### config.mk
export PLATFORM = sky130hd
export DESIGN_NAME = remote_transmitter
export DESIGN_NICKNAME = d
export VERILOG_FILES = /design/src/rtl/remote_pkg.sv /design/src/rtl/remote_transmitter.sv
export SDC_FILE = /design/constraint.sdc
export NUM_CORES = 1
export LEC_CHECK = 0
export BUFFER_PORTS_ARGS = -buffer_cell sky130_fd_sc_hd__buf_2
export CORE_AREA = 5 5 67 69
export CTS_BUF_LIST = sky130_fd_sc_hd__clkbuf_4 sky130_fd_sc_hd__clkbuf_8
export DETAILED_ROUTE_END_ITERATION = 8
export DIE_AREA = 0 0 72 74
export PLACE_DENSITY = 0.58
export SYNTH_ARGS = -nofsm -noshare
export SYNTH_HDL_FRONTEND = slang
export SYNTH_SLANG_ARGS = --single-unit
### constraint.sdc
create_clock -name clk -period 2.58 [get_ports clk]
set_clock_uncertainty 0.2 [all_clocks]
set_input_delay 0.387 -clock clk [delete_from_list [all_inputs] [get_ports clk]]
set_output_delay 0.387 -clock clk [all_outputs]
set_load 0.02 [all_outputs]
### src/rtl/remote_pkg.sv
// Shared remote-control frame definitions: field lengths, FSM encoding and key filter.
// Used by both the transmitter and the receiver so the two always agree on the frame.
package remote_pkg;

  localparam int CUSTOM_BITS = 16;
  localparam int KEY_BITS    = 8;
  localparam int MIN_GAP     = 4;   // receiver needs this many idle-high cycles to re-arm
  localparam int MAX_GAP     = 15;
  localparam int CNT_W       = 5;

  typedef enum logic [2:0] {
    ST_IDLE   = 3'd0,
    ST_START  = 3'd1,
    ST_PAD    = 3'd2,
    ST_CUSTOM = 3'd3,
    ST_DATA   = 3'd4,
    ST_INV    = 3'd5,
    ST_GAP    = 3'd6
  } state_t;

  // Keys the receiver accepts: 0x00..0x1F minus the eight codes it reserves.
  function automatic logic key_is_valid(input logic [KEY_BITS-1:0] key);
    logic ok;
    ok = (key <= 8'h1F);
    case (key)
      8'h0A, 8'h0B, 8'h0D, 8'h0E, 8'h15, 8'h19, 8'h1C, 8'h1D: ok = 1'b0;
      default: ;
    endcase
    return ok;
  endfunction

endpackage

### src/rtl/remote_transmitter.sv
// Serialises one key into the receiver's one-bit-per-clock frame:
// START, PAD, custom code, key, inverted key, then an idle-high gap.
module remote_transmitter
  import remote_pkg::*;
#(
  parameter logic [CUSTOM_BITS-1:0] CUSTOM_CODE = 16'h0000,
  parameter int                     GAP_CYCLES  = 4,
  parameter bit                     CHECK_KEY   = 1'b1
) (
  input  logic                clk,
  input  logic                rst,
  input  logic                send,
  input  logic [KEY_BITS-1:0] tecla,
  output logic                serial,
  output logic                busy,
  output logic                done,
  output logic                err
);

  // Out-of-range gaps are pulled into the legal window rather than breaking the receiver.
  localparam int GAP_EFF = (GAP_CYCLES < MIN_GAP) ? MIN_GAP :
                           (GAP_CYCLES > MAX_GAP) ? MAX_GAP : GAP_CYCLES;

  localparam logic [CNT_W-1:0] CUSTOM_RELOAD = CNT_W'(CUSTOM_BITS - 1);
  localparam logic [CNT_W-1:0] KEY_RELOAD    = CNT_W'(KEY_BITS - 1);
  localparam logic [CNT_W-1:0] GAP_RELOAD    = CNT_W'(GAP_EFF - 1);
  localparam int               PAD_ZEROS     = CUSTOM_BITS - KEY_BITS + 1;

  state_t                 state;
  logic [CNT_W-1:0]       cnt;
  logic [CUSTOM_BITS-1:0] shreg;
  logic [KEY_BITS-1:0]    key_q;
  logic [KEY_BITS-1:0]    key_inv;
  logic                   key_ok;
  logic                   at_rest;

  assign key_inv = ~key_q;

  // The last gap edge doubles as an accept point so back-to-back frames keep the exact gap.
  always_comb begin
    key_ok  = !CHECK_KEY || key_is_valid(tecla);
    at_rest = (state == ST_IDLE) || (state == ST_GAP && cnt == '0);
  end

  // NOTE: all state and outputs use non-blocking assignments; a later assignment in the
  // same block overrides an earlier one, which the accept logic below relies on.
  always_ff @(posedge clk or negedge rst) begin
    if (!rst) begin
      state  <= ST_IDLE;
      cnt    <= '0;
      shreg  <= '0;
      key_q  <= '0;
      serial <= 1'b1;
      busy   <= 1'b0;
      done   <= 1'b0;
      err    <= 1'b0;
    end else begin
      done <= 1'b0;
      err  <= 1'b0;

      case (state)
        ST_IDLE: begin
          serial <= 1'b1;
          busy   <= 1'b0;
        end
        ST_START: begin
          state  <= ST_PAD;
          serial <= 1'b1;
        end
        ST_PAD: begin
          state  <= ST_CUSTOM;
          cnt    <= CUSTOM_RELOAD;
          serial <= CUSTOM_CODE[CUSTOM_BITS-1];
          shreg  <= {CUSTOM_CODE[CUSTOM_BITS-2:0], 1'b0};
        end
        ST_CUSTOM: begin
          if (cnt == '0) begin
            state  <= ST_DATA;
            cnt    <= KEY_RELOAD;
            serial <= key_q[KEY_BITS-1];
            shreg  <= {key_q[KEY_BITS-2:0], {PAD_ZEROS{1'b0}}};
          end else begin
            cnt    <= cnt - 1'b1;
            serial <= shreg[CUSTOM_BITS-1];
            shreg  <= shreg << 1;
          end
        end
        ST_DATA: begin
          if (cnt == '0) begin
            state  <= ST_INV;
            cnt    <= KEY_RELOAD;
            serial <= key_inv[KEY_BITS-1];
            shreg  <= {key_inv[KEY_BITS-2:0], {PAD_ZEROS{1'b0}}};
          end else begin
            cnt    <= cnt - 1'b1;
            serial <= shreg[CUSTOM_BITS-1];
            shreg  <= shreg << 1;
          end
        end
        ST_INV: begin
          if (cnt == '0) begin
            state  <= ST_GAP;
            cnt    <= GAP_RELOAD;
            serial <= 1'b1;
          end else begin
            cnt    <= cnt - 1'b1;
            serial <= shreg[CUSTOM_BITS-1];
            shreg  <= shreg << 1;
          end
        end
        ST_GAP: begin
          serial <= 1'b1;
          if (cnt == '0) begin
            state <= ST_IDLE;
            busy  <= 1'b0;
            done  <= 1'b1;
          end else begin
            cnt <= cnt - 1'b1;
          end
        end
        default: begin
          state  <= ST_IDLE;
          cnt    <= '0;
          serial <= 1'b1;
          busy   <= 1'b0;
        end
      endcase

      if (at_rest && send) begin
        if (key_ok) begin
          state  <= ST_START;
          key_q  <= tecla;
          serial <= 1'b0;
          busy   <= 1'b1;
        end else begin
          err <= 1'b1;
        end
      end
    end
  end

endmodule

==> impl_results.md, run 1 <==
- First-pass GRT wire length: 6140 µm
- P per Cell Area: 880 mW/mm²
- Tmin final: 2410 ps
- Routability cong.: 0.858
- Setup tns final: 0 ps
- Post-detail-place hpwl: 2620 µm
- Mean post-synth cell area: 9.75 µm²
- Dpl cells: 224
- Main synth FF type: dfrtp_1
- Worst R2R Path Depth: 5
- Status: completed
- Gr busiest metal: met2
- CP max FO: 21
- Die X: 72 µm
- Total gr overflow: 0
- Worst-Margin Slew: 595 ps
- CTS resizes: 0
- Clk_lat worst skew: 280 ps
- Syn Std Cell Area: 0.00164 mm²
- GR Layer Usage met2: 0.230
- Core area: 0.00386 mm²
- Number of library cell types mapped by synthesis: 48
- Die area: 0.00533 mm²
- Setup violation total in the final timing report: 0
- Area Overhead vs Synth: 9.24%
- Worst setup margin: 165 ps
- Setup crit start kind: flop
- CP required: 2600 ps
- # rows: 23
- CTS tree: built
- Total nets after synthesis: 182
- I/O pin cnt: 15
- Fraction of registers with async set/reset: 1.00
- # port buffers: 14
- Gr usage total: 0.144
- Post-placement setup slack: 181 ps
- WP data arrival: 2440 ps
- Largest net degree at the start of global routing: 28
- Die height: 74 µm
- Via count: 1360
- Total Wirelength: 3510 µm
- DR WL/cell: 15.3 µm
- FMAX: 414 MHz
- 1st-iter DRT viols: 37
- Min Hold Slack: 176 ps
- Final instance area: 0.00179 mm²
- Final period utilization: 0.936
- VDD IR max: 649 µV
- Max_cap viols: 0
- Endpoint class of the critical path: flop
- YS warnings: 0
- Antenna Cells: 0
- Leak: 0.787 nW
- Met3 GRT Util: 0.0189
- Starting Density: 0.425
- Hold path cells: 2
- Global Route met1 Usage: 0.204
- Final ANT Viol Nets: 0
- Layout cell share with drive strength beyond 1: 0.207
- Final Max Slew Viols: 0
- DR DRC count: 0
- HP Class: in2reg
- Postcts setup bufs: 0
- Vias in the first global route: 1272
- Slew headroom: 0.604
- Filler cells: 379
- CTS buffer count: 3
- Fin cells: 229
- NumNets Final: 194
- Post-place instance area: 0.00173 mm²
- Clock Tree Buf Depth: 2
- Drt first pass iters: 4
- #FFs+latches synth: 27
- Post-Synthesis Cells: 168
- Critical path type: reg2reg
- RSZ-0062 raised after global routing: false
- Seq/Total Area, Yosys: 0.413
- Number of flops mapped to enable cells by yosys: 0
- Initial antenna violation count: 0
- Clock transition at path regs: 100 ps
- Final Hold Fails: 0
- Sink Count: 27
- Routed vias/inst: 5.94
- Root cell of the clock tree: clkbuf_8
- H-tree levels: 1
[worst max-delay path, stage by stage, from the launching register on]
cell,delay [ps]
dfrtp_1,390
inv_1,110
ha_1,270
or4b_4,630
o31ai_2,510
a221o_2,250
[flip-flops by register name (all words and copies together) (netlist names)]
| register | flops |
|---|---|
| cnt | 5 |
| err | 1 |
| serial | 1 |
| state | 3 |
| busy | 1 |
| done | 1 |
| shreg | 7 |
| key_q | 8 |
[final cells by class]
type                       count  area [µm²]  area share
inverter                       7        26.3      0.0147
sequential                    27         677       0.378
clock buffer                   3        41.3      0.0231
timing repair buffer          20         118      0.0657
tap                           50        62.6      0.0350
multi-input combinational    121         857       0.479
clock inverter                 1        7.51     0.00420
[where the power goes]
group          switching, W  leakage [nW]  internal, W
Clock              0.000141        0.0217     0.000110
Combinational      0.000399         0.413     0.000298
Sequential         0.000120         0.353     0.000506
Total              0.000661         0.787     0.000914
[repair_timing]
item                                   CTS  global route
setup endpoints to repair                0             0
endpoints found under the hold margin   26             0
hold buffers                             1             0
[routing by layer]
metal	wire length (µm)	vias up
met3	174	7
li1	-	648
met1	1650	664
met5	0	-
met2	1620	41
met4	66	0
[placed cells by master (no fill, tap or decap), types with 2 or more instances in the layout]
cell      netlist  final
dfrtp_1        26     26
nand2_1        15     15
buf_2           1     14
o21ai_0        11     11
a21oi_1         9      9
inv_1           7      7
nor2_1          7      7
nor3_1          6      6
o31ai_1         6      6
mux2_2          6      6
nor2b_1         5      5
a22o_1          5      5
a221o_1         5      5
buf_4           1      5
and3_1          4      4
xnor2_1         3      3
a221oi_1        3      3
nand2b_1        3      3
ha_1            3      3
clkbuf_8        0      3
maj3_1          2      2
nand3_1         2      2
a31oi_1         2      2
mux2i_1         2      2
or3_1           2      2
o21a_1          2      2
[cell usage after synthesis, types with 4 or more instances]
cell type / number / area (µm²)
a22o_1: 5 / 43.8
and3_1: 4 / 25.0
dfrtp_1: 26 / 651
nor2_1: 7 / 26.3
o31ai_1: 6 / 45.0
nor3_1: 6 / 30.0
nor2b_1: 5 / 31.3
a21oi_1: 9 / 45.0
mux2_2: 6 / 67.6
clkbuf_1: 6 / 22.5
a221o_1: 5 / 50.1
o21ai_0: 11 / 55.1
inv_1: 7 / 26.3
nand2_1: 15 / 56.3
[path summary, 6_finish.rpt]
| check | from | slack, ps | to |
|---|---|---|---|
| min reg2reg | key_q[7]$_DFFE_PN0P_ | 340 | key_q[7]$_DFFE_PN0P_ |
| max reg2reg | cnt[0]$_DFFE_PN0P_ | 170 | shreg[13]$_DFFE_PN0P_ |
| max | cnt[0]$_DFFE_PN0P_ | 170 | shreg[13]$_DFFE_PN0P_ |
| min | tecla[1] | 180 | key_q[1]$_DFFE_PN0P_ |
| min in group asynchronous | rst | 450 | state[1]$_DFF_PN0_ |
| max in group asynchronous | rst | 1350 | key_q[5]$_DFFE_PN0P_ |
[through the flow]
step,total power [W],utilization
CTS,0.00157,0.464
floorplan,0.00119,-
global placement,0.00130,0.449
global route,0.00168,0.464
detailed placement,0.00132,0.449
finish,0.00158,0.464
[cells by family (layout without fill, tap and decap cells)]
kind of cell               count (synthesis)  count (layout)  synth area share
AOI/OAI and AO/OA                         56              56             0.252
xor gates and xnor gates                   3               3            0.0160
adders and majority gates                  5               5            0.0351
buffers and inverters                     20              31            0.0634
DFF                                       27              27             0.413
muxes                                      8               8            0.0535
and+or+nand+nor                           49              49             0.167
No activity file was read; power rests on OpenSTA's default activity.
==> inputs of run 2 (changes only) <==
RECOVER_POWER = 25   (was default)
SKIP_CTS_REPAIR_TIMING = 1   (was default)
==> impl_results.md, run 2 (synthesis results as in run 1) <==
- Status: completed (unchanged)
- Most common cell after layout, fill and taps aside: dfrtp_1 (unchanged)
- DR WL/cell: 15.3 µm (about the same)
- Critical path type: reg2reg (unchanged)
- VDD IR max: 649 µV (about the same)
- Core area: 0.00386 mm² (unchanged)
- Sink Count: 27 (unchanged)
- Final Hold Fails: 0 (unchanged)
- I/O pin cnt: 15 (unchanged)
- Gr usage total: 0.143 (was 0.144)
- Layout cell share with drive strength beyond 1: 0.201 (was 0.207)
- 1st-iter DRT viols: 37 (unchanged)
- FMAX: 414 MHz (unchanged)
- P per Cell Area: 881 mW/mm² (was 880 mW/mm²)
- Drt first pass iters: 4 (unchanged)
- Worst R2R Path Depth: 5 (unchanged)
- Max_cap viols: 0 (unchanged)
- Total Wirelength: 3510 µm (about the same)
- Final Max Slew Viols: 0 (unchanged)
- Sw Ratio: 0.420 (was 0.419)
- Max reg flops: 8 (unchanged)
- CTS buffer count: 3 (unchanged)
- HP Class: in2reg (unchanged)
- Setup tns final: 0 ps (unchanged)
- Leak: 0.784 nW (was 0.787 nW)
- Clk network pwr share: 0.160 (about the same)
- H-tree levels: 1 (unchanged)
- Routed vias/inst: 5.94 (unchanged)
- Endpoint class of the critical path: flop (unchanged)
- Max incr delay on CP: 630 ps (about the same)
- Root cell of the clock tree: clkbuf_8 (unchanged)
- Final ANT Viol Nets: 0 (unchanged)
- Clk_lat worst skew: 280 ps (about the same)
- CP max FO: 21 (unchanged)
- Worst-Margin Slew: 1430 ps (was 595 ps)
- Net Sw Power: 0.000661 W (about the same)
- RSZ-0062 raised after global routing: false (unchanged)
- Slew headroom: 0.0497 (was 0.604)
- Biggest regs: key_q (8), shreg (7), cnt (5) (unchanged)
- Vias in the first global route: 1264 (was 1272)
- Final period utilization: 0.936 (unchanged)
- First-pass GRT wire length: 6110 µm (was 6140 µm)
- Routability cong.: 0.858 (unchanged)
- Starting Density: 0.425 (unchanged)
- R2R setup slack: 170 ps (about the same)
- Critical path depth in cells: 5 (unchanged)
- # port buffers: 14 (unchanged)
- CP required: 2600 ps (about the same)
- Total gr overflow: 0 (unchanged)
- Setup violation total in the final timing report: 0 (unchanged)
- Area Overhead vs Synth: 9.17% (was 9.24%)
- # rows: 23 (unchanged)
- CP max-delay cell: or4b_4 (unchanged)
- Initial antenna violation count: 0 (unchanged)
- Die area: 0.00533 mm² (unchanged)
- DR DRC count: 0 (unchanged)
- Via count: 1360 (unchanged)
- Total power: 0.00157 W (was 0.00158 W)
- Comb power frac: 0.443 (about the same)
- Setup crit start kind: flop (unchanged)
- CP Cell Sequence: inv_1 -> ha_1 -> or4b_4 -> o31ai_2 -> a221o_2 (unchanged)
- WP data arrival: 2440 ps (about the same)
- Clock transition at path regs: 100 ps (about the same)
- Sequential share of power: 0.398 (about the same)
- NumNets Final: 194 (unchanged)
- Crit path max-delay family: compound AO/OA/AOI/OAI gates (unchanged)
- Tmin final: 2410 ps (unchanged)
- Antenna Cells: 0 (unchanged)
- CP bufs+invs: 1 (unchanged)
- Clock Tree Buf Depth: 2 (unchanged)
- Most frequent cells in the layout: dfrtp_1 (26), nand2_1 (15), buf_2 (13) (was dfrtp_1 (26), nand2_1 (15), buf_2 (14))
- Int Power: 0.000914 W (about the same)
- CTS tree: built (unchanged)
- Die X: 72 µm (unchanged)
- Largest net degree at the start of global routing: 28 (unchanged)
- Most flops, register: key_q (unchanged)
- Hold path cells: 2 (unchanged)
- Post-detail-place hpwl: 2620 µm (unchanged)
- Die height: 74 µm (unchanged)
## run 2: cell count changes in the layout (fill, tap and decap cells not counted)
cell | previous run | this run
clkbuf_1 | 0 | 1
buf_2 | 14 | 13
## run 2: power by group through the flow
stage	Clock, W	Sequential, W	Combinational (W)
6_report	0.000251	0.000626	0.000697
5_1_grt	0.000268	0.000642	0.000770
4_1_cts	0.000252	0.000625	0.000695
3_5_place_dp	0	0.000632	0.000691
3_3_place_gp	0	0.000628	0.000677
2_1_floorplan	0	0.000578	0.000608
## run 2: metal layers
layer | vias up | GRT usage | wire length (µm)
met5 | - | 0 | 0
met4 | 0 | 0.0480 | 66
met3 | 7 | 0.0203 | 174
met2 | 41 | 0.228 | 1620
met1 | 664 | 0.203 | 1650
li1 | 648 | - | -
## run 2: metrics by stage
| step | cells | utilization | worst slack [ps] | area (µm²) | hold WS (ps) |
|---|---|---|---|---|---|
| 2_1_floorplan | 168 | - | 351 | 1640 | -109 |
| 3_3_place_gp | 224 | 0.449 | 277 | 1730 | 220 |
| 3_5_place_dp | 224 | 0.449 | 181 | 1730 | 228 |
| 4_1_cts | 228 | 0.461 | 165 | 1780 | -75.4 |
| 5_1_grt | 229 | 0.464 | 10.3 | 1790 | 180 |
| 6_report | 229 | 0.464 | 165 | 1790 | 176 |
## run 2: worst paths after layout
check / start / end
max in group asynchronous: rst / key_q[5]$_DFFE_PN0P_
max: cnt[0]$_DFFE_PN0P_ / shreg[13]$_DFFE_PN0P_
min reg2reg: key_q[7]$_DFFE_PN0P_ / key_q[7]$_DFFE_PN0P_
min: tecla[1] / key_q[1]$_DFFE_PN0P_
max reg2reg: cnt[0]$_DFFE_PN0P_ / shreg[13]$_DFFE_PN0P_
min in group asynchronous: rst / state[1]$_DFF_PN0_
## run 2: area by class of cell
type | instances | area [µm²]
clock buffers | 3 | 41.3
clock inverters | 1 | 7.51
fillers | 380 | 2070
inverters | 7 | 26.3
multi-input cells | 121 | 857
flip-flops and latches | 27 | 677
well taps | 50 | 62.6
repair buffers | 20 | 116
==> inputs of run 3 (changes only) <==
--- a/config.mk
+++ b/config.mk
@@ -7,8 +7,8 @@
 export LEC_CHECK = 0
 export BUFFER_PORTS_ARGS = -buffer_cell sky130_fd_sc_hd__buf_2
-export CORE_AREA = 5 5 67 69
+export CORE_AREA = 2 2 64 66
 export CTS_BUF_LIST = sky130_fd_sc_hd__clkbuf_4 sky130_fd_sc_hd__clkbuf_8
 export DETAILED_ROUTE_END_ITERATION = 8
-export DIE_AREA = 0 0 72 74
+export DIE_AREA = 0 0 66 68
 export PLACE_DENSITY = 0.58
 export RECOVER_POWER = 25
==> constraint.sdc (replaced) <==
create_clock -name clk -period 2.58 [get_ports clk]
set_clock_uncertainty 0.2 [all_clocks]
set_input_delay 0.258 -clock clk [delete_from_list [all_inputs] [get_ports clk]]
set_output_delay 0.258 -clock clk [all_outputs]
set_load 0.02 [all_outputs]
==> impl_results.md, run 3 (synthesis results as in run 1) <==
- Status: completed (unchanged)
- Root cell of the clock tree: clkbuf_8 (unchanged)
- Final Max Slew Viols: 0 (unchanged)
- Largest net degree at the start of global routing: 28 (unchanged)
- Die X: 66 µm (was 72 µm)
- Sw Ratio: 0.423 (was 0.420)
- Clk_lat worst skew: 280 ps (about the same)
- Routability cong.: 0.872 (was 0.858)
- Total Wirelength: 3600 µm (was 3510 µm)
- Setup violation total in the final timing report: 0 (unchanged)
- Int Power: 0.000919 W (was 0.000914 W)
- Sink Count: 27 (unchanged)
- Total power: 0.00159 W (was 0.00157 W)
- Max_cap viols: 0 (unchanged)
- Routed vias/inst: 6.03 (was 5.94)
- Clock transition at path regs: 100 ps (about the same)
- Biggest regs: key_q (8), shreg (7), cnt (5) (unchanged)
- Most common cell after layout, fill and taps aside: dfrtp_1 (unchanged)
- Sequential share of power: 0.393 (was 0.398)
- Clk network pwr share: 0.159 (was 0.160)
- Final instance area: 0.00180 mm² (was 0.00179 mm²)
- Vias in the first global route: 1342 (was 1264)
- Worst-Margin Slew: 1420 ps (was 1430 ps)
- Post-place instance area: 0.00173 mm² (unchanged)
- Final Hold Fails: 0 (unchanged)
- VDD IR max: 367 µV (was 649 µV)
- Crit path max-delay family: simple AND/OR/NAND/NOR gates (was compound AO/OA/AOI/OAI gates)
- WP data arrival: 2320 ps (was 2440 ps)
- CP Cell Sequence: inv_1 -> ha_1 -> or4b_4 -> mux2i_1 -> o21ai_0 -> a221o_1 (was inv_1 -> ha_1 -> or4b_4 -> o31ai_2 -> a221o_2)
- FMAX: 425 MHz (was 414 MHz)
- DR DRC count: 0 (unchanged)
- Starting Density: 0.425 (unchanged)
- Most frequent cells in the layout: dfrtp_1 (26), nand2_1 (15), buf_2 (13) (unchanged)
- CP max-delay cell: or4b_4 (unchanged)
- HP Class: in2reg (unchanged)
- Slew headroom: 0.0520 (was 0.0497)
- Layout cell share with drive strength beyond 1: 0.201 (unchanged)
- NumNets Final: 194 (unchanged)
- Filler cells: 391 (was 380)
- # port buffers: 14 (unchanged)
- Net Sw Power: 0.000673 W (was 0.000661 W)
- Setup crit start kind: flop (unchanged)
- CP required: 2550 ps (was 2600 ps)
- Total gr overflow: 0 (unchanged)
- Clock Tree Buf Depth: 2 (unchanged)
- CP max FO: 21 (unchanged)
- Setup tns final: 0 ps (unchanged)
- RSZ-0062 raised after global routing: false (unchanged)
- Max reg flops: 8 (unchanged)
- Final ANT Viol Nets: 0 (unchanged)
- Via count: 1380 (was 1360)
- Tmin final: 2350 ps (was 2410 ps)
- Endpoint class of the critical path: flop (unchanged)
- Comb power frac: 0.447 (was 0.443)
- Area Overhead vs Synth: 9.70% (was 9.17%)
- # rows: 23 (unchanged)
- Antenna Cells: 0 (unchanged)
- Final period utilization: 0.912 (was 0.936)
- First-pass GRT wire length: 6230 µm (was 6110 µm)
- Initial antenna violation count: 0 (unchanged)
- Leak: 0.785 nW (was 0.784 nW)
- CTS buffer count: 3 (unchanged)
- CTS tree: built (unchanged)
- H-tree levels: 1 (unchanged)
- 1st-iter DRT viols: 25 (was 37)
- I/O pin cnt: 15 (unchanged)
- Post-detail-place hpwl: 2630 µm (was 2620 µm)
- Max incr delay on CP: 640 ps (was 630 ps)
- Die height: 68 µm (was 74 µm)
- P per Cell Area: 886 mW/mm² (was 881 mW/mm²)
- Die area: 0.00449 mm² (was 0.00533 mm²)
- Critical path type: reg2reg (unchanged)
- CP bufs+invs: 1 (unchanged)
- Most flops, register: key_q (unchanged)
- DR WL/cell: 15.7 µm (was 15.3 µm)
- Gr usage total: 0.183 (was 0.143)
- Core area: 0.00386 mm² (unchanged)
- Drt first pass iters: 4 (unchanged)
run 3: cell counts in the layout (fill, tap and decap cells not counted):
No cell type changed its count.
run 3: layout make-up:
| class | instances | area, µm² | area share |
|---|---|---|---|
| Tap cell | 50 | 62.6 | 0.0348 |
| Clock buffer | 3 | 41.3 | 0.0230 |
| Multi-Input combinational cell | 121 | 866 | 0.482 |
| Timing Repair Buffer | 20 | 116 | 0.0648 |
| Sequential cell | 27 | 677 | 0.377 |
| Clock inverter | 1 | 7.51 | 0.00418 |
| Inverter | 7 | 26.3 | 0.0146 |
run 3: per-layer routing:
metal	wire (µm)	share of wire	up-vias	track usage
met5	0	0	-	0
met2	1770	0.49	50	0.309
li1	-	-	646	-
met4	65	0.018	0	0.0714
met1	1580	0.44	676	0.241
met3	184	0.051	8	0.0230
run 3: worst paths after layout:
path	slack (ps)	cells after the start	start	to
max	230	6	cnt[0]$_DFFE_PN0P_	shreg[10]$_DFFE_PN0P_
min	40	2	tecla[1]	key_q[1]$_DFFE_PN0P_
max reg2reg	230	6	cnt[0]$_DFFE_PN0P_	shreg[10]$_DFFE_PN0P_
min reg2reg	330	1	key_q[7]$_DFFE_PN0P_	key_q[7]$_DFFE_PN0P_
max in group asynchronous	720	2	rst	key_q[5]$_DFFE_PN0P_
min in group asynchronous	630	2	rst	busy$_DFF_PN0_
run 3: stage by stage:
step / util / cells / hold slack, ps / setup slack, ps
after global routing: 0.466 / 229 / 50.8 / 86.8
final: 0.466 / 229 / 42.9 / 227
after global placement: 0.449 / 224 / 90.9 / 275
after floorplan: - / 168 / -238 / 351
after CTS: 0.461 / 228 / -202 / 119
after detailed placement: 0.449 / 224 / 105 / 136
run 3: power groups by stage:
stage | sequential (W) | clock (W) | combinational [W]
CTS | 0.000625 | 0.000255 | 0.000699
global route | 0.000644 | 0.000277 | 0.000802
floorplan | 0.000578 | 0 | 0.000608
global placement | 0.000628 | 0 | 0.000677
finish | 0.000626 | 0.000254 | 0.000712
detailed placement | 0.000633 | 0 | 0.000694
